<file path="src/rtl/mem_arbiter_if.sv">
// Bundles the icache, dcache and external memory word ports seen by mem_arbiter.
interface mem_arbiter_if;
  // icache side
  logic [31:0] i_imem_addr;
  logic        i_imem_ren;
  logic        i_imem_wen;
  logic [31:0] i_imem_wdata;
  logic        o_imem_ready;
  logic [31:0] o_imem_rdata;
  logic        o_imem_valid;
  // dcache side
  logic [31:0] i_dmem_addr;
  logic        i_dmem_ren;
  logic        i_dmem_wen;
  logic [31:0] i_dmem_wdata;
  logic        o_dmem_ready;
  logic [31:0] o_dmem_rdata;
  logic        o_dmem_valid;
  // external memory side
  logic        i_mem_ready;
  logic [31:0] o_mem_addr;
  logic        o_mem_ren;
  logic        o_mem_wen;
  logic [31:0] o_mem_wdata;
  logic [31:0] i_mem_rdata;
  logic        i_mem_valid;

  // Arbiter view
  modport slave (
    input  i_imem_addr, i_imem_ren, i_imem_wen, i_imem_wdata,
    output o_imem_ready, o_imem_rdata, o_imem_valid,
    input  i_dmem_addr, i_dmem_ren, i_dmem_wen, i_dmem_wdata,
    output o_dmem_ready, o_dmem_rdata, o_dmem_valid,
    input  i_mem_ready, i_mem_rdata, i_mem_valid,
    output o_mem_addr, o_mem_ren, o_mem_wen, o_mem_wdata
  );

  // Environment view (caches + memory)
  modport master (
    output i_imem_addr, i_imem_ren, i_imem_wen, i_imem_wdata,
    input  o_imem_ready, o_imem_rdata, o_imem_valid,
    output i_dmem_addr, i_dmem_ren, i_dmem_wen, i_dmem_wdata,
    input  o_dmem_ready, o_dmem_rdata, o_dmem_valid,
    output i_mem_ready, i_mem_rdata, i_mem_valid,
    input  o_mem_addr, o_mem_ren, o_mem_wen, o_mem_wdata
  );
endinterface

</file>
<file path="src/rtl/mem_arbiter.sv">
// Round-robin merge of icache/dcache word ports onto one memory port, with an
// in-order owner-tag FIFO steering each read response back to its issuer.
module mem_arbiter #(
  parameter int unsigned DEPTH = 4
) (
  input  logic          i_clk,
  input  logic          i_rst,
  mem_arbiter_if.slave  bus,
  output logic          o_err
);

  localparam int unsigned PW = $clog2(DEPTH);
  localparam logic [PW:0]   FULL    = (PW+1)'(DEPTH);
  localparam logic [PW:0]   CNT_ONE = (PW+1)'(1);
  localparam logic [PW-1:0] PTR_ONE = PW'(1);

  typedef enum logic {OWN_I = 1'b0, OWN_D = 1'b1} owner_e;
  typedef enum logic [1:0] {GNT_NONE, GNT_I, GNT_D} grant_e;

  logic [DEPTH-1:0] fifo_q, fifo_d;
  logic [PW-1:0]    head_q, head_d;
  logic [PW-1:0]    tail_q, tail_d;
  logic [PW:0]      count_q, count_d;
  owner_e           rr_last_q, rr_last_d;
  logic             err_q, err_d;

  grant_e grant;
  logic   slot_free, i_elig, d_elig;
  logic   accept, push, pop, spurious;
  owner_e head_owner;

  // Eligibility and round-robin grant; a same-cycle response frees a slot
  always_comb begin
    slot_free = (count_q < FULL) | bus.i_mem_valid;
    i_elig    = bus.i_imem_wen | (bus.i_imem_ren & slot_free);
    d_elig    = bus.i_dmem_wen | (bus.i_dmem_ren & slot_free);
    grant     = GNT_NONE;
    if (i_elig && d_elig) begin
      grant = (rr_last_q == OWN_D) ? GNT_I : GNT_D;
    end else if (i_elig) begin
      grant = GNT_I;
    end else if (d_elig) begin
      grant = GNT_D;
    end
  end

  // Forward the granted port to memory and return ready to it only
  always_comb begin
    bus.o_mem_addr  = '0;
    bus.o_mem_ren   = 1'b0;
    bus.o_mem_wen   = 1'b0;
    bus.o_mem_wdata = '0;
    case (grant)
      GNT_I: begin
        bus.o_mem_addr  = bus.i_imem_addr;
        bus.o_mem_ren   = bus.i_imem_ren;
        bus.o_mem_wen   = bus.i_imem_wen;
        bus.o_mem_wdata = bus.i_imem_wdata;
      end
      GNT_D: begin
        bus.o_mem_addr  = bus.i_dmem_addr;
        bus.o_mem_ren   = bus.i_dmem_ren;
        bus.o_mem_wen   = bus.i_dmem_wen;
        bus.o_mem_wdata = bus.i_dmem_wdata;
      end
      default: ;
    endcase
    bus.o_imem_ready = bus.i_mem_ready & (grant == GNT_I);
    bus.o_dmem_ready = bus.i_mem_ready & (grant == GNT_D);
  end

  // Owner FIFO next state; pop reads the old head while push writes the tail
  always_comb begin
    accept     = bus.i_mem_ready & (bus.o_mem_ren | bus.o_mem_wen);
    push       = accept & bus.o_mem_ren;
    pop        = bus.i_mem_valid & (count_q != '0);
    spurious   = bus.i_mem_valid & (count_q == '0);
    head_owner = owner_e'(fifo_q[head_q]);

    fifo_d = fifo_q;
    if (push) begin
      fifo_d[tail_q] = (grant == GNT_D);
    end
    tail_d = push ? tail_q + PTR_ONE : tail_q;
    head_d = pop  ? head_q + PTR_ONE : head_q;

    case ({push, pop})
      2'b10:   count_d = count_q + CNT_ONE;
      2'b01:   count_d = count_q - CNT_ONE;
      default: count_d = count_q;
    endcase

    rr_last_d = rr_last_q;
    if (accept) begin
      rr_last_d = (grant == GNT_D) ? OWN_D : OWN_I;
    end
    err_d = err_q | spurious;
  end

  // Route the memory response to the owner at the FIFO head, zero otherwise
  always_comb begin
    bus.o_imem_valid = pop & (head_owner == OWN_I);
    bus.o_dmem_valid = pop & (head_owner == OWN_D);
    bus.o_imem_rdata = bus.o_imem_valid ? bus.i_mem_rdata : '0;
    bus.o_dmem_rdata = bus.o_dmem_valid ? bus.i_mem_rdata : '0;
  end

  // State registers with synchronous reset
  always_ff @(posedge i_clk) begin
    if (i_rst) begin
      fifo_q    <= '0;
      head_q    <= '0;
      tail_q    <= '0;
      count_q   <= '0;
      rr_last_q <= OWN_D;
      err_q     <= 1'b0;
    end else begin
      fifo_q    <= fifo_d;
      head_q    <= head_d;
      tail_q    <= tail_d;
      count_q   <= count_d;
      rr_last_q <= rr_last_d;
      err_q     <= err_d;
    end
  end

  assign o_err = err_q;

endmodule

</file>
<file path="src/flat_wrapper.sv">
// flat-port wrapper written by rule: the top's interface ports become plain ports
module mem_arbiter_flat 
#(
  parameter int unsigned DEPTH = 4
)
  (i_clk, i_rst, o_err, bus_i_imem_addr, bus_i_imem_ren, bus_i_imem_wen, bus_i_imem_wdata, bus_o_imem_ready, bus_o_imem_rdata, bus_o_imem_valid, bus_i_dmem_addr, bus_i_dmem_ren, bus_i_dmem_wen, bus_i_dmem_wdata, bus_o_dmem_ready, bus_o_dmem_rdata, bus_o_dmem_valid, bus_i_mem_ready, bus_i_mem_rdata, bus_i_mem_valid, bus_o_mem_addr, bus_o_mem_ren, bus_o_mem_wen, bus_o_mem_wdata);
  mem_arbiter_if bus_i ();
  input  logic i_clk;
  input  logic i_rst;
  output logic o_err;
  input wire logic [$bits(bus_i.i_imem_addr)-1:0] bus_i_imem_addr;
  input wire logic [$bits(bus_i.i_imem_ren)-1:0] bus_i_imem_ren;
  input wire logic [$bits(bus_i.i_imem_wen)-1:0] bus_i_imem_wen;
  input wire logic [$bits(bus_i.i_imem_wdata)-1:0] bus_i_imem_wdata;
  output wire logic [$bits(bus_i.o_imem_ready)-1:0] bus_o_imem_ready;
  output wire logic [$bits(bus_i.o_imem_rdata)-1:0] bus_o_imem_rdata;
  output wire logic [$bits(bus_i.o_imem_valid)-1:0] bus_o_imem_valid;
  input wire logic [$bits(bus_i.i_dmem_addr)-1:0] bus_i_dmem_addr;
  input wire logic [$bits(bus_i.i_dmem_ren)-1:0] bus_i_dmem_ren;
  input wire logic [$bits(bus_i.i_dmem_wen)-1:0] bus_i_dmem_wen;
  input wire logic [$bits(bus_i.i_dmem_wdata)-1:0] bus_i_dmem_wdata;
  output wire logic [$bits(bus_i.o_dmem_ready)-1:0] bus_o_dmem_ready;
  output wire logic [$bits(bus_i.o_dmem_rdata)-1:0] bus_o_dmem_rdata;
  output wire logic [$bits(bus_i.o_dmem_valid)-1:0] bus_o_dmem_valid;
  input wire logic [$bits(bus_i.i_mem_ready)-1:0] bus_i_mem_ready;
  input wire logic [$bits(bus_i.i_mem_rdata)-1:0] bus_i_mem_rdata;
  input wire logic [$bits(bus_i.i_mem_valid)-1:0] bus_i_mem_valid;
  output wire logic [$bits(bus_i.o_mem_addr)-1:0] bus_o_mem_addr;
  output wire logic [$bits(bus_i.o_mem_ren)-1:0] bus_o_mem_ren;
  output wire logic [$bits(bus_i.o_mem_wen)-1:0] bus_o_mem_wen;
  output wire logic [$bits(bus_i.o_mem_wdata)-1:0] bus_o_mem_wdata;
  assign bus_i.i_imem_addr = bus_i_imem_addr;
  assign bus_i.i_imem_ren = bus_i_imem_ren;
  assign bus_i.i_imem_wen = bus_i_imem_wen;
  assign bus_i.i_imem_wdata = bus_i_imem_wdata;
  assign bus_o_imem_ready = bus_i.o_imem_ready;
  assign bus_o_imem_rdata = bus_i.o_imem_rdata;
  assign bus_o_imem_valid = bus_i.o_imem_valid;
  assign bus_i.i_dmem_addr = bus_i_dmem_addr;
  assign bus_i.i_dmem_ren = bus_i_dmem_ren;
  assign bus_i.i_dmem_wen = bus_i_dmem_wen;
  assign bus_i.i_dmem_wdata = bus_i_dmem_wdata;
  assign bus_o_dmem_ready = bus_i.o_dmem_ready;
  assign bus_o_dmem_rdata = bus_i.o_dmem_rdata;
  assign bus_o_dmem_valid = bus_i.o_dmem_valid;
  assign bus_i.i_mem_ready = bus_i_mem_ready;
  assign bus_i.i_mem_rdata = bus_i_mem_rdata;
  assign bus_i.i_mem_valid = bus_i_mem_valid;
  assign bus_o_mem_addr = bus_i.o_mem_addr;
  assign bus_o_mem_ren = bus_i.o_mem_ren;
  assign bus_o_mem_wen = bus_i.o_mem_wen;
  assign bus_o_mem_wdata = bus_i.o_mem_wdata;
  mem_arbiter #(.DEPTH(DEPTH)) u_core (.i_clk(i_clk), .i_rst(i_rst), .bus(bus_i), .o_err(o_err));
endmodule
</file>
<file path="config.mk">
export PLATFORM = sky130hd
export DESIGN_NAME = mem_arbiter_flat
export DESIGN_NICKNAME = d
export VERILOG_FILES = /design/src/rtl/mem_arbiter_if.sv /design/src/rtl/mem_arbiter.sv /design/src/flat_wrapper.sv
export SDC_FILE = /design/constraint.sdc
export NUM_CORES = 1
export LEC_CHECK = 0
export ABC_AREA = 1
export BUFFER_PORTS_ARGS = -buffer_cell sky130_fd_sc_hd__buf_2
export CORE_AREA = 2 2 118 120
export DETAILED_ROUTE_END_ITERATION = 8
export DIE_AREA = 0 0 120 122
export PLACE_DENSITY_LB_ADDON = 0.1
export SYNTH_ARGS = -nofsm -noshare
export SYNTH_HDL_FRONTEND = slang
export SYNTH_SLANG_ARGS = --single-unit
</file>
<file path="constraint.sdc">
create_clock -name i_clk -period 2.4 [get_ports i_clk]
set_clock_uncertainty 0.2 [all_clocks]
set_input_delay 0.12 -clock i_clk [delete_from_list [all_inputs] [get_ports i_clk]]
set_output_delay 0.12 -clock i_clk [all_outputs]
set_load 0.1 [all_outputs]
</file>
* Word level (Yosys, flattened, before mapping)
Cells that the tools add are included.
** Storage, ports and cells
- Register bits after elaboration :: 13
- Input bits :: 168
- Output and inout bits :: 135
- Word-level logic and storage cells :: 56
** Operators by class
- Add/subtract/negate cells :: 4
- $lt $le $gt $ge :: 4
- Eq/ne operators :: 4
- Muxes and demuxes :: 17
- Bitwise gates (word level) :: 16
- Reduce and logical (&&, ||, !) cells :: 5
** Operators with widths (number)
- 32-bit one-hot mux with 2 select lines :: 2
- 32-bit two-way mux :: 2
- 1-bit bitwise AND :: 10
- 2-bit two-way mux :: 4
- 2-bit by 3-bit less-than comparator with 1-bit output (second input constant) :: 2
- 3-bit one-hot mux with 2 select lines :: 1
- 1-bit OR :: 5
- 2-bit by 1-bit adder with 2-bit output (second input constant) :: 2
- 4-bit bitwise mux :: 1
- 2-bit by 1-bit equality test with 1-bit output (second input constant) :: 2
- 2-bit equality test (second input constant) :: 2
- 1-bit one-hot mux with 2 select lines :: 2
- 3-bit by 1-bit adder with 3-bit output (second input constant) :: 1
- 3-bit zero test :: 1
- 3-bit less-than comparator (second input constant) :: 1
- 1-bit two-way mux :: 3
- 3-bit nonzero test :: 1
- 3-bit by 1-bit subtractor with 3-bit output (second input constant) :: 1
- 1-bit binary-select mux with 2-bit select :: 1
- 1-bit demux with 2-bit select :: 1
- 2-bit by 1-bit greater-or-equal comparator with 1-bit output (second input constant) :: 1
- 1-bit logical AND :: 2
- 2-bit nonzero test :: 1
- 1-bit inverter :: 1

* Depth between registers and ports, before layout
Gate-level depths: netlist of the first run.
- Word-level depth :: 14
- Depth in mapped cells :: 19
- Mapped depth without buffers :: 18

* Worst setup path before layout of the first run
OpenSTA, ideal clock, no wires.
- Kind :: register -> output
- From :: register u_core.count_q[2]
- To :: output bus_o_mem_addr[14]
- Arrival :: 2.841 ns
- Data required time :: 2.080 ns
- Path slack :: -0.761 ns
- Stages on the path, launching flop included :: 11
- Path buffers :: 3
- Cell sequence :: dfxtp_1 -> nand2_1 -> a21oi_1 -> o21ai_0 -> inv_1 -> ha_1 -> buf_2 -> buf_2 -> buf_2 -> nand2_1 -> a21oi_1
** Between the ends
- Word-level cells in the longest chain between the ends :: 9
- Elaborated cells between the ends (all ways) :: 13
- Those cells by class :: order compare: 1; eq/ne: 2; mux: 4; bitwise: 5; reduce/logical: 1
** RTL lines
- start: declaration :: line mem_arbiter.sv:23 : logic [PW:0] count_q, count_d;
- start signal: assignment :: line mem_arbiter.sv:121 : count_q <= count_d;
- 3-bit less-than comparator * :: line mem_arbiter.sv:34 : slot_free = (count_q < FULL) | bus.i_mem_valid;
- 1-bit OR * :: line mem_arbiter.sv:34
- 1-bit bitwise AND :: line mem_arbiter.sv:36 : d_elig = bus.i_dmem_wen | (bus.i_dmem_ren & slot_free);
- 1-bit OR :: line mem_arbiter.sv:36
- 2-bit two-way mux :: line mem_arbiter.sv:42 : end else if (d_elig) begin
- 2-bit two-way mux :: line mem_arbiter.sv:40 : end else if (i_elig) begin
- 2-bit two-way mux * :: line mem_arbiter.sv:38 : if (i_elig && d_elig) begin
- 2-bit equality test / 2-bit by 1-bit equality test with 1-bit output (equally long branches) :: line mem_arbiter.sv:53 : case (grant)
- 32-bit one-hot mux with 2 select lines * :: line mem_arbiter.sv:53
- end: declaration :: line flat_wrapper.sv:28 : output wire logic [$bits(bus_i.o_mem_addr)-1:0] bus_o_mem_addr;
Mark *: on every way between the ends. The rest lies on a longest branch, timed or not.

* Worst setup path in the final report of the first run
- From :: register u_core.count_q[2]
- To :: register u_core.count_q[2]
** Between the ends
- Word-level cells in the longest chain between the ends :: 14
- Elaborated cells between the ends (all ways) :: 25
- Those cells by class :: add/sub: 2; order compare: 1; eq/ne: 4; mux: 6; bitwise: 9; reduce/logical: 3
** RTL lines
- 3-bit less-than comparator :: line mem_arbiter.sv:34
- 1-bit OR :: line mem_arbiter.sv:34
- 1-bit bitwise AND :: line mem_arbiter.sv:36
- 1-bit OR :: line mem_arbiter.sv:36
- 2-bit two-way mux :: line mem_arbiter.sv:42
- 2-bit two-way mux :: line mem_arbiter.sv:40
- 2-bit two-way mux :: line mem_arbiter.sv:38
- 2-bit equality test / 2-bit by 1-bit equality test with 1-bit output (equally long branches) :: line mem_arbiter.sv:53
- 1-bit one-hot mux with 2 select lines :: line mem_arbiter.sv:53
- 1-bit OR :: line mem_arbiter.sv:74 : accept = bus.i_mem_ready & (bus.o_mem_ren | bus.o_mem_wen);
- 1-bit bitwise AND :: line mem_arbiter.sv:74
- 1-bit bitwise AND :: line mem_arbiter.sv:75 : push = accept & bus.o_mem_ren;
- 2-bit by 1-bit equality test with 1-bit output / 2-bit equality test (equally long branches) :: line mem_arbiter.sv:87 : case ({push, pop})
- 3-bit one-hot mux with 2 select lines / 2-bit nonzero test (equally long branches)
Several ways; a longest one is shown, not always the timed one.
A chain may end at the register's enable or synchronous reset.

==> results of run 1 <==
per-stage QoR:
stage	hold slack, ns	cells
2_1_floorplan	-0.0109	441
3_3_place_gp	0.143	908
3_5_place_dp	0.151	908
4_1_cts	0.0553	919
5_1_grt	0.0966	932
6_report	0.0771	935
power by group through the flow:
stage / clock network, mW / registers (mW) / logic, mW
2_1_floorplan: 0 / 0.326 / 4.32
3_3_place_gp: 0 / 0.293 / 6.10
3_5_place_dp: 0 / 0.294 / 6.12
4_1_cts: 0.325 / 0.292 / 6.68
5_1_grt: 0.336 / 0.300 / 7.39
6_report: 0.313 / 0.293 / 7.15
sequential cells by signal, indices dropped and copies added (netlist names):
| register | cells |
|---|---|
| u_core.head_q | 2 |
| u_core.count_q | 3 |
| u_core.tail_q | 2 |
| u_core.fifo_q | 4 |
| u_core.rr_last_q | 1 |
| u_core.o_err | 1 |
cells in the final DEF, fill, tap and decap left out, drive strengths merged:
| cell type | count |
|---|---|
| nand4 | 4 |
| clkinv | 1 |
| ha | 7 |
| nor2 | 78 |
| fa | 1 |
| clkbuf | 40 |
| o21ai | 5 |
| dfxtp | 13 |
| o21a | 1 |
| nand3 | 8 |
| inv | 57 |
| diode | 5 |
| nand2 | 162 |
| dlygate4sd3 | 1 |
| a21oi | 74 |
| xor2 | 1 |
| buf | 297 |
critical path: cells and delay by family, from the launching register on:
kind	cells	cell delay (ns)
DFF	1	0.34
buffers and inverters	2	0.18
adders and majority gates	3	0.67
AOI/OAI and AO/OA	4	0.47
and+or+nand+nor	7	0.50
cells by family (layout without fill, tap and decap cells):
family | count (synthesis) | in the layout | synth area share, %
and+or+nand+nor | 252 | 252 | 48.1
other | 0 | 5 | 0
adders and majority gates | 8 | 8 | 4.78
DFF | 13 | 13 | 11.6
AOI/OAI and AO/OA | 80 | 80 | 17.9
buffers and inverters | 87 | 396 | 17.3
xor gates and xnor gates | 1 | 1 | 0.389
final cells by class:
class	count	area, µm²	share of cell area [%]
Tap cell	180	225	3.47
Clock buffer	4	78.8	1.21
Antenna cell	5	12.5	0.193
Inverter	58	220	3.39
Sequential cell	13	262	4.03
Timing Repair Buffer	334	3240	50.0
Multi-Input combinational cell	341	2450	37.7
worst paths after layout:
check | startpoint | to | slack [ns] | cells after the start
min | bus_i_mem_valid | u_core.o_err | 0.08 | 4
min reg2reg | u_core.o_err | u_core.o_err | 0.26 | 1
max | u_core.count_q[2] | u_core.count_q[2] | -0.03 | 16
max reg2reg | u_core.count_q[2] | u_core.count_q[2] | -0.03 | 16
routing by layer:
metal / track usage (%) / share of wire (%)
met1: 21.3 / 37
met2: 36.9 / 51
met3: 5.24 / 8.5
met4: 6.10 / 3.7
met5: 0 / 0
what timing repair did:
action | 4_1_cts | 5_1_grt
hold buffers | 1 | 0
endpoints found under the hold margin | 3 | 0
pin swaps | 7 | 30
setup endpoints to repair | 67 | 92
gates resized for setup | 65 | 76
cloned | 6 | 11
==> key figures, run 1 <==
Die
  – Die X: 120 µm
  – Die area: 0.0146 mm²
  – Row Count: 43
  – Initial core utilization: 16.7%
  – Total core area: 0.0135 mm²
  – Die Ht: 122 µm
  – I/O pin count: 303

Routing
  – Vias per cell: 4.35
  – Final WL: 16,000 µm
  – # DRC: 0
  – Vias: 4,065
  – Routed length per instance: 17.1 µm
  – Drt pass-1 iters: 4
  – Initial drt markers: 134
  – Final ANT Viol Nets: 0

Worst setup path
  – Req. time, crit path: 2.38 ns
  – Setup CP Type: reg -> reg
  – Startpoint types: flip-flop
  – CP cell instances: nand2_4, a21oi_4, a21oi_4, buf_4, ha_4, nand2_2, nand2_2, nand3_4, ha_4, inv_2, fa_2, a21oi_2, o21ai_2, nand2_1, nand2_1, nor2_1
  – Slowest cell on the critical path: fa_2
  – Critical path fanouts, max: 2
  – Slowest stage delay, CP: 0.37 ns
  – Crit path DAT: 2.40 ns
  – Kind of end point of the critical path: flip-flop

Final layout
  – Share of cells above drive strength 1: 69.1%
  – Final Cell Area: 0.00649 mm²
  – # nets final: 927
  – Fill count: 1,321
  – Area grow syn2layout: 188%
  – Fin util: 48.0%

Pwr
  – Clock network fraction of total power: 4.0%
  – Sw Share: 65.1%
  – Pwr/cell area: 1190 mW/mm²
  – Combinational Power Share: 92.2%
  – Peak VDD IR: 0.617 mV
  – Share of power burned in registers: 3.8%
  – Total Power: 7.75 mW
  – Net switching power: 5.05 mW
  – Internal Pwr Total: 2.71 mW
  – Lkg Pwr: 3.04 nW

Global route
  – Initial antenna violation count: 4
  – Grt ovf: 0
  – Vias in the first global route: 3,979
  – First-pass GRT wire length: 22,200 µm
  – Total GRT Usage: 19.6%
  – Pin count of the biggest net entering global routing: 34

Synthesis
  – Sequential area share after synthesis: 11.6%
  – Synthesized cell area: 0.00225 mm²
  – Cell with the most instances after synthesis: nand2_1
  – Largest area contributor in the netlist: nand2_1
  – Share of the synthesized area in the top cell type: 26.3%
  – Synth async-reset ratio: 0%
  – Synth top area cells: nand2_1 26%, a21oi_1 16%, dfxtp_1 12%, inv_1 8.8%, nor2_2 8.3%
  – Avg Inst Size Synth: 5.11 µm²
  – Ys flop type: dfxtp_1
  – Number of synthesized flops with an enable pin: 0
  – Synth top cells by count: 158 x nand2_1, 74 x a21oi_1, 53 x inv_1
  – Syn Inst Count: 441
  – Synth unique cells: 25
  – Yosys reg bits: 13
  – Synthesized net count: 617
  – YS warnings: 0

Outcome
  – Failing checks: setup timing
  – Status: complete, but fails checks

STA
  – Slew Viols, Final: 0
  – Post-layout min period: 2.43 ns
  – RSZ-0062 raised after global routing: true
  – Final setup fails: 6
  – Actual slew at the worst max-slew pin: 0.526 ns
  – Setup TNS: -0.0515 ns
  – Final hold viol count: 0
  – Max_slew headroom: 65.0%
  – Fmax: 412 MHz
  – Final worst slack: -0.0257 ns
  – Fin crit share: 101%

CTS
  – Clk Latency, worst-skew pair: 0.24 ns
  – Bufs on Longest Clock Path: 2
  – CTS Root Cell: clkbuf_16
  – Post-CTS setup buffers: 0
  – Clk slew on worst S/H paths: 0.05 ns
  – CTS buffer count: 3
  – Htree depth: 1
  – CTS sink cnt: 13
  – CTS tree: built

Run
  – Total of max-cap violations: 0

Place
  – Dpl hpwl: 11,400 µm
  – Area post-placement: 0.00537 mm²
  – # port buffers: 302
  – Pre-CTS WS: -0.192 ns
  – Gpl congestion: 0.889

Hold path
  – Worst Hold Class: in -> reg
Power figures use the tool's default switching activity.
==> run 2: changes to the inputs <==
--- a/config.mk
+++ b/config.mk
@@ -7,9 +7,9 @@
 export LEC_CHECK = 0
 export ABC_AREA = 1
 export BUFFER_PORTS_ARGS = -buffer_cell sky130_fd_sc_hd__buf_2
-export CORE_AREA = 2 2 118 120
+export CORE_AREA = 2 2 116 118
 export DETAILED_ROUTE_END_ITERATION = 8
-export DIE_AREA = 0 0 120 122
+export DIE_AREA = 0 0 118 120
 export PLACE_DENSITY_LB_ADDON = 0.1
 export SYNTH_ARGS = -nofsm -noshare
 export SYNTH_HDL_FRONTEND = slang
==> constraint.sdc (replaced) <==
create_clock -name i_clk -period 2.5 [get_ports i_clk]
set_clock_uncertainty 0.2 [all_clocks]
set_input_delay 0.125 -clock i_clk [delete_from_list [all_inputs] [get_ports i_clk]]
set_output_delay 0.125 -clock i_clk [all_outputs]
set_load 0.1 [all_outputs]
==> run 2 against run 1 <==
  * The run now ends clean
  * Utilization decreased by 6.5 points
  * Clock power decreased by 4%
  * First-iteration DRC count decreased by 12%
  * Critical path type unchanged
  * Critical endpoint unchanged
==> key figures, run 2 (synthesis gave the netlist of run 1 again) <==
Die
  – Die Ht: 120 µm
  – Initial core utilization: 17.4%
  – Die X: 118 µm
  – Row Count: 42
  – I/O pin count: 303
  – Total core area: 0.0130 mm²
  – Die area: 0.0142 mm²

Pwr
  – Pwr/cell area: 1180 mW/mm²
  – Total Power: 6.35 mW
  – Peak VDD IR: 0.453 mV
  – Lkg Pwr: 2.76 nW

Global route
  – Grt ovf: 0
  – Vias in the first global route: 3,761
  – First-pass GRT wire length: 19,900 µm
  – Pin count of the biggest net entering global routing: 71
  – Initial antenna violation count: 3
  – Total GRT Usage: 17.5%

Final layout
  – Commonest non-fill, non-tap cell in the layout: buf_2
  – Max reg flops: 4
  – Largest registers: u_core.fifo_q x4, u_core.count_q x3
  – Most frequent cells in the layout: 234 x buf_2, 156 x nand2_1, 70 x buf_12, 61 x a21oi_2, 52 x inv_1
  – Register with the most flip-flops: u_core.fifo_q
  – # nets final: 905
  – Area grow syn2layout: 139%
  – Share of cells above drive strength 1: 59.2%
  – Fill count: 1,349

Routing
  – Final WL: 12,600 µm
  – Final ANT Viol Nets: 0
  – # DRC: 0
  – Routed length per instance: 13.9 µm
  – Vias: 3,751
  – Drt pass-1 iters: 4
  – Vias per cell: 4.14
  – Initial drt markers: 118

Worst setup path
  – Origin of the critical flop-to-flop path: u_core.count_q[2]
  – Critical path fanouts, max: 2
  – Slowest stage delay, CP: 0.33 ns
  – Req. time, crit path: 2.48 ns
  – RR Endpoint: u_core.count_q[2]
  – Crit path DAT: 2.40 ns
  – Startpoint types: flip-flop
  – CP delay by family, top: adder cells
  – Reg2Reg Depth: 17
  – Slowest cell on the critical path: fa_2
  – Worst Path Buf+Inv: 3
  – Setup CP Type: reg -> reg
  – Kind of end point of the critical path: flip-flop
  – Reg2reg setup slack: 0.08 ns
  – CP cell instances: nand2_2, a21oi_2, inv_1, a21oi_2, inv_1, ha_4, nand2_1, nand2_2, nand3_2, ha_1, inv_1, fa_2, a21oi_1, o21ai_1, nand2_1, nand2_1, nor2_1

Hold path
  – Worst hold start: bus_i_mem_ready
  – Hold depth: 3
  – Worst Hold Class: in -> reg
  – Hold EP: u_core.tail_q[1]

CTS
  – Clk Latency, worst-skew pair: 0.24 ns
  – CTS buffer count: 3
  – Clk slew on worst S/H paths: 0.04 ns
  – CTS tree: built
  – Post-CTS setup buffers: 0
  – CTS sink cnt: 13
  – CTS Root Cell: clkbuf_16
  – Bufs on Longest Clock Path: 2
  – Htree depth: 1

STA
  – WHS: 0.0731 ns
  – Fin crit share: 96.9%
  – Slew Viols, Final: 0
  – Max_slew headroom: 64.6%
  – Final setup fails: 0
  – Fmax: 413 MHz
  – Post-layout min period: 2.42 ns
  – Final hold viol count: 0
  – Actual slew at the worst max-slew pin: 0.534 ns
  – RSZ-0062 raised after global routing: true

Run
  – Total of max-cap violations: 0

Outcome
  – Status: finished clean

Place
  – # port buffers: 302
  – Gpl congestion: 0.883
  – Dpl hpwl: 10,500 µm
==> run 2: timing repair <==
action | 4_1_cts | 5_1_grt
resized for setup | 7 | 10
pin swaps | 0 | 51
setup endpoints to repair | 67 | 69
hold endpoints to repair | 3 | 0
hold buffers | 1 | 0
==> run 2: worst register-to-register path: stages (launching register included) <==
cell and delay, ns:
dfxtp_2 0.32, nand2_2 0.07, a21oi_2 0.11, inv_1 0.08, a21oi_2 0.16, inv_1 0.09, ha_4 0.17, nand2_1 0.08
nand2_2 0.06, nand3_2 0.07, ha_1 0.14, inv_1 0.06, fa_2 0.33, a21oi_1 0.14, o21ai_1 0.09, nand2_1 0.06
nand2_1 0.04, nor2_1 0.07
==> run 2: through the flow <==
stage               cells  area, µm²  worst slack [ns]  setup TNS (ns)  util (%)
detailed placement    899       5240           -0.0822           -1.53      40.4
global placement      899       5240           -0.0185         -0.0185      40.4
global route          907       5390            -0.123           -2.20      41.6
finish                907       5390            0.0773               0      41.6
floorplan             441       2550            -0.152           -8.54         -
CTS                   904       5350            0.0168               0      41.2
==> run 2: area by class of cell <==
cell class                 count  area, µm²  share of cell area (%)
timing repair buffer         312       2660                    49.2
antenna                        3       7.51                   0.139
clock buffer                   4       78.8                    1.46
multi-input combinational    341       1950                    36.2
tap                          176        220                    4.08
inverter                      58        220                    4.08
sequential                    13        262                    4.85
==> run 2: worst max-delay path by stage <==
| stage | cells past startpoint | slack [ns] | from | endpoint |
|---|---|---|---|---|
| after detailed placement | 16 | -0.08 | u_core.count_q[2] | u_core.count_q[2] |
| after CTS | 17 | 0.02 | u_core.count_q[2] | u_core.count_q[2] |
| after global placement | 15 | -0.02 | u_core.count_q[2] | u_core.count_q[2] |
| final | 17 | 0.08 | u_core.count_q[2] | u_core.count_q[2] |
| after floorplan | 6 | -0.15 | u_core.head_q[0] | bus_o_dmem_rdata[0] |
| after global routing | 17 | -0.12 | u_core.count_q[2] | u_core.count_q[2] |
==> run 2: report_power, final <==
group	total (mW)	internal (mW)	switching, mW
combinational	5.77	1.51	4.26
clock	0.301	0.215	0.0864
sequential	0.281	0.251	0.0304
total	6.35	1.98	4.37
==> run 2: layer usage <==
metal  GRT usage [%]  part of all wire (%)  up-vias
met5               0                     0        -
met4            5.95                   2.8        0
met3            3.90                   6.4       20
met2            34.9                    55      176
met1            17.7                    36     1639
li1                -                     -     1916
==> run 3: changes to the inputs <==
--- a/config.mk
+++ b/config.mk
@@ -5,11 +5,10 @@
 export SDC_FILE = /design/constraint.sdc
 export NUM_CORES = 1
 export LEC_CHECK = 0
-export ABC_AREA = 1
 export BUFFER_PORTS_ARGS = -buffer_cell sky130_fd_sc_hd__buf_2
-export CORE_AREA = 2 2 116 118
+export CORE_AREA = 2 2 118 120
 export DETAILED_ROUTE_END_ITERATION = 8
-export DIE_AREA = 0 0 118 120
+export DIE_AREA = 0 0 120 122
 export PLACE_DENSITY_LB_ADDON = 0.1
 export SYNTH_ARGS = -nofsm -noshare
 export SYNTH_HDL_FRONTEND = slang
==> run 3 against run 2 <==
  * The flow now finishes with violations (setup timing)
  * Power is 12% lower
  * Clock power about the same
  * Cell count decreased by 12%
  * Non-clock buffer count up 15
  * Combinational power shrank 13%
  * Hold slack lost 0.039 ns
  * Setup slack got worse by 0.24 ns
  * Utilization is 6.7 points higher
  * Clock-buffer cell count stayed put
  * Largest power group unchanged
  * Highest routed layer is now met5
==> key figures, run 3 <==
Outcome
  – Status: complete, but fails checks
  – Failing checks: setup timing

Global route
  – Vias in the first global route: 3,595
  – Pin count of the biggest net entering global routing: 71
  – Total GRT Usage: 15.8%
  – First-pass GRT wire length: 18,700 µm
  – Initial antenna violation count: 4
  – Grt ovf: 0

Place
  – # port buffers: 302
  – Pre-CTS WS: -0.285 ns
  – Gpl congestion: 0.785
  – Dpl hpwl: 9740 µm

Synthesis
  – Largest family of logic cells by synthesized area: simple AND/OR/NAND/NOR gates
  – Synth top area cells: a22oi_1 23%, and3_1 19%, nor2_1 13%, dfxtp_1 12%, ha_1 4.1%
  – Synthesized net count: 497
  – Post-synthesis simple-gate area fraction: 37.9%
  – Synth async-reset ratio: 0%
  – Synth top cells by count: 72 x nor2_1, 66 x a22oi_1, 64 x and3_1
  – Fraction of the mapped netlist area in compound gates: 29.0%
  – Post-Synth Adder-Cell Area: 5.03%
  – Multiplexer share of the synthesized area: 4.15%
  – Avg Inst Size Synth: 6.66 µm²
  – Syn Inst Count: 321
  – Cell with the most instances after synthesis: nor2_1
  – Ys flop type: dfxtp_1
  – Number of synthesized flops with an enable pin: 0
  – Synth unique cells: 33
  – YS warnings: 0
  – Sequential area share after synthesis: 12.2%
  – Synthesized cell area: 0.00214 mm²
  – Yosys reg bits: 13
  – Largest area contributor in the netlist: a22oi_1
  – Xor/xnor share of the synthesized area: 1.64%
  – Share of the synthesized area in the top cell type: 23.2%

Final layout
  – Fill count: 1,249
  – Register with the most flip-flops: u_core.fifo_q
  – Largest registers: u_core.fifo_q x4, u_core.count_q x3
  – Share of cells above drive strength 1: 69.5%
  – Most frequent cells in the layout: 168 x buf_2, 121 x buf_12, 64 x and3_1, 60 x nor2_4, 50 x a22oi_1
  – Max reg flops: 4
  – Area grow syn2layout: 205%
  – # nets final: 791
  – Commonest non-fill, non-tap cell in the layout: buf_2

CTS
  – CTS sink cnt: 13
  – CTS Root Cell: clkbuf_16
  – Htree depth: 1
  – CTS tree: built
  – Bufs on Longest Clock Path: 2
  – Clk slew on worst S/H paths: 0.05 ns
  – Hold Buf Count CTS: 0
  – Clk Latency, worst-skew pair: 0.24 ns
  – CTS buffer count: 3

Routing
  – Drt pass-1 iters: 4
  – Final WL: 12,900 µm
  – Vias: 3,637
  – Vias per cell: 4.56
  – Initial drt markers: 126
  – # DRC: 0
  – Routed length per instance: 16.2 µm
  – Final ANT Viol Nets: 0

Run
  – Total of max-cap violations: 0

Worst setup path
  – CP endpoint: u_core.count_q[2]
  – Startpoint types: flip-flop
  – Origin of the critical flop-to-flop path: u_core.count_q[2]
  – Kind of end point of the critical path: flip-flop
  – Critical path fanouts, max: 4
  – Reg2Reg Depth: 12
  – Setup CP Type: reg -> reg
  – Crit path from: u_core.count_q[2]
  – Reg2reg setup slack: -0.16 ns
  – Req. time, crit path: 2.47 ns
  – Crit path DAT: 2.63 ns
  – RR Endpoint: u_core.count_q[2]

Pwr
  – Pwr/cell area: 863 mW/mm²
  – Lkg Pwr: 2.96 nW
  – Net switching power: 3.50 mW
  – Sw Share: 62.3%
  – Total Power: 5.62 mW
  – Share of power burned in registers: 4.9%
  – Clock network fraction of total power: 5.4%
  – Combinational Power Share: 89.7%
  – Internal Pwr Total: 2.12 mW
  – Peak VDD IR: 0.457 mV

STA
  – Fmax: 376 MHz
  – Max_slew headroom: 67.2%
  – Setup TNS: -0.821 ns
  – Actual slew at the worst max-slew pin: 0.492 ns
  – Final setup fails: 17
  – Slew Viols, Final: 0
  – WHS: 0.0344 ns
  – Final hold viol count: 0
  – RSZ-0062 raised after global routing: true
  – Fin crit share: 106%
  – Final worst slack: -0.162 ns
  – Post-layout min period: 2.66 ns

Die
  – Die X: 120 µm
  – Die Ht: 122 µm
  – Die area: 0.0146 mm²
  – Row Count: 43
  – I/O pin count: 303
  – Total core area: 0.0135 mm²
  – Initial core utilization: 15.8%

Hold path
  – Hold depth: 2
  – Worst Hold Class: in -> reg
## run 3: cell families after synthesis
family,after synthesis
fa+ha+maj,8
compound gates,86
xor+xnor,4
buf+inv,43
flops,13
simple gates,159
mux,8
## run 3: final cells by class
type	instances	area, µm²	share of cell area (%)
Timing Repair Buffer	327	3670	56.4
Multi-Input combinational cell	265	2250	34.5
Sequential cell	13	262	4.02
Tap cell	180	225	3.46
Clock buffer	4	78.8	1.21
Inverter	5	18.8	0.288
Antenna cell	3	7.51	0.115
## run 3: power by group through the flow
| stage | registers (mW) | clock network, mW | logic, mW |
|---|---|---|---|
| 2_1_floorplan | 0.298 | 0 | 3.25 |
| 3_3_place_gp | 0.274 | 0 | 4.80 |
| 3_5_place_dp | 0.275 | 0 | 4.82 |
| 4_1_cts | 0.272 | 0.311 | 5.02 |
| 5_1_grt | 0.279 | 0.325 | 5.22 |
| 6_report | 0.273 | 0.304 | 5.04 |
## run 3: worst min-delay path by stage
stage	to	from	slack (ns)
floorplan	u_core.o_err	bus_i_mem_valid	0.07
global placement	u_core.o_err	u_core.o_err	0.26
detailed placement	u_core.o_err	u_core.o_err	0.26
CTS	u_core.head_q[1]	i_rst	0.03
global route	u_core.count_q[1]	i_rst	0.05
finish	u_core.head_q[1]	i_rst	0.03
## run 3: layer usage
metal	GRT usage, %	wire length [µm]	vias to the layer above
met5	0	13	-
met4	2.57	106	2
met3	6.23	1360	8
met2	29.4	6820	196
met1	17.0	4640	1656
li1	-	-	1775
## run 3: stage by stage
stage | instances | cell area, µm² | util (%)
final | 797 | 6510 | 48.2
after floorplan | 321 | 2650 | -
after detailed placement | 780 | 6100 | 45.1
after CTS | 790 | 6360 | 47.1
after global routing | 795 | 6510 | 48.2
after global placement | 780 | 6100 | 45.1
## run 3: repair_timing
item / 4_1_cts / 5_1_grt
endpoints found under the setup margin: 73 / 68
cloned: 3 / 2
resized for setup: 27 / 20
pin swaps: 8 / 3
buffers inserted: 3 / 2
## run 3: worst max-delay path, cell delays in order, from the launching register on
cell and delay [ns]:
dfxtp_2 0.34, nand2b_4 0.07, a21o_1 0.20, a21o_1 0.20
ha_4 0.17, a22o_1 0.19, nand2_1 0.07, ha_2 0.18
inv_2 0.04, fa_2 0.32, xor2_1 0.15, or3_1 0.31
a21oi_1 0.13
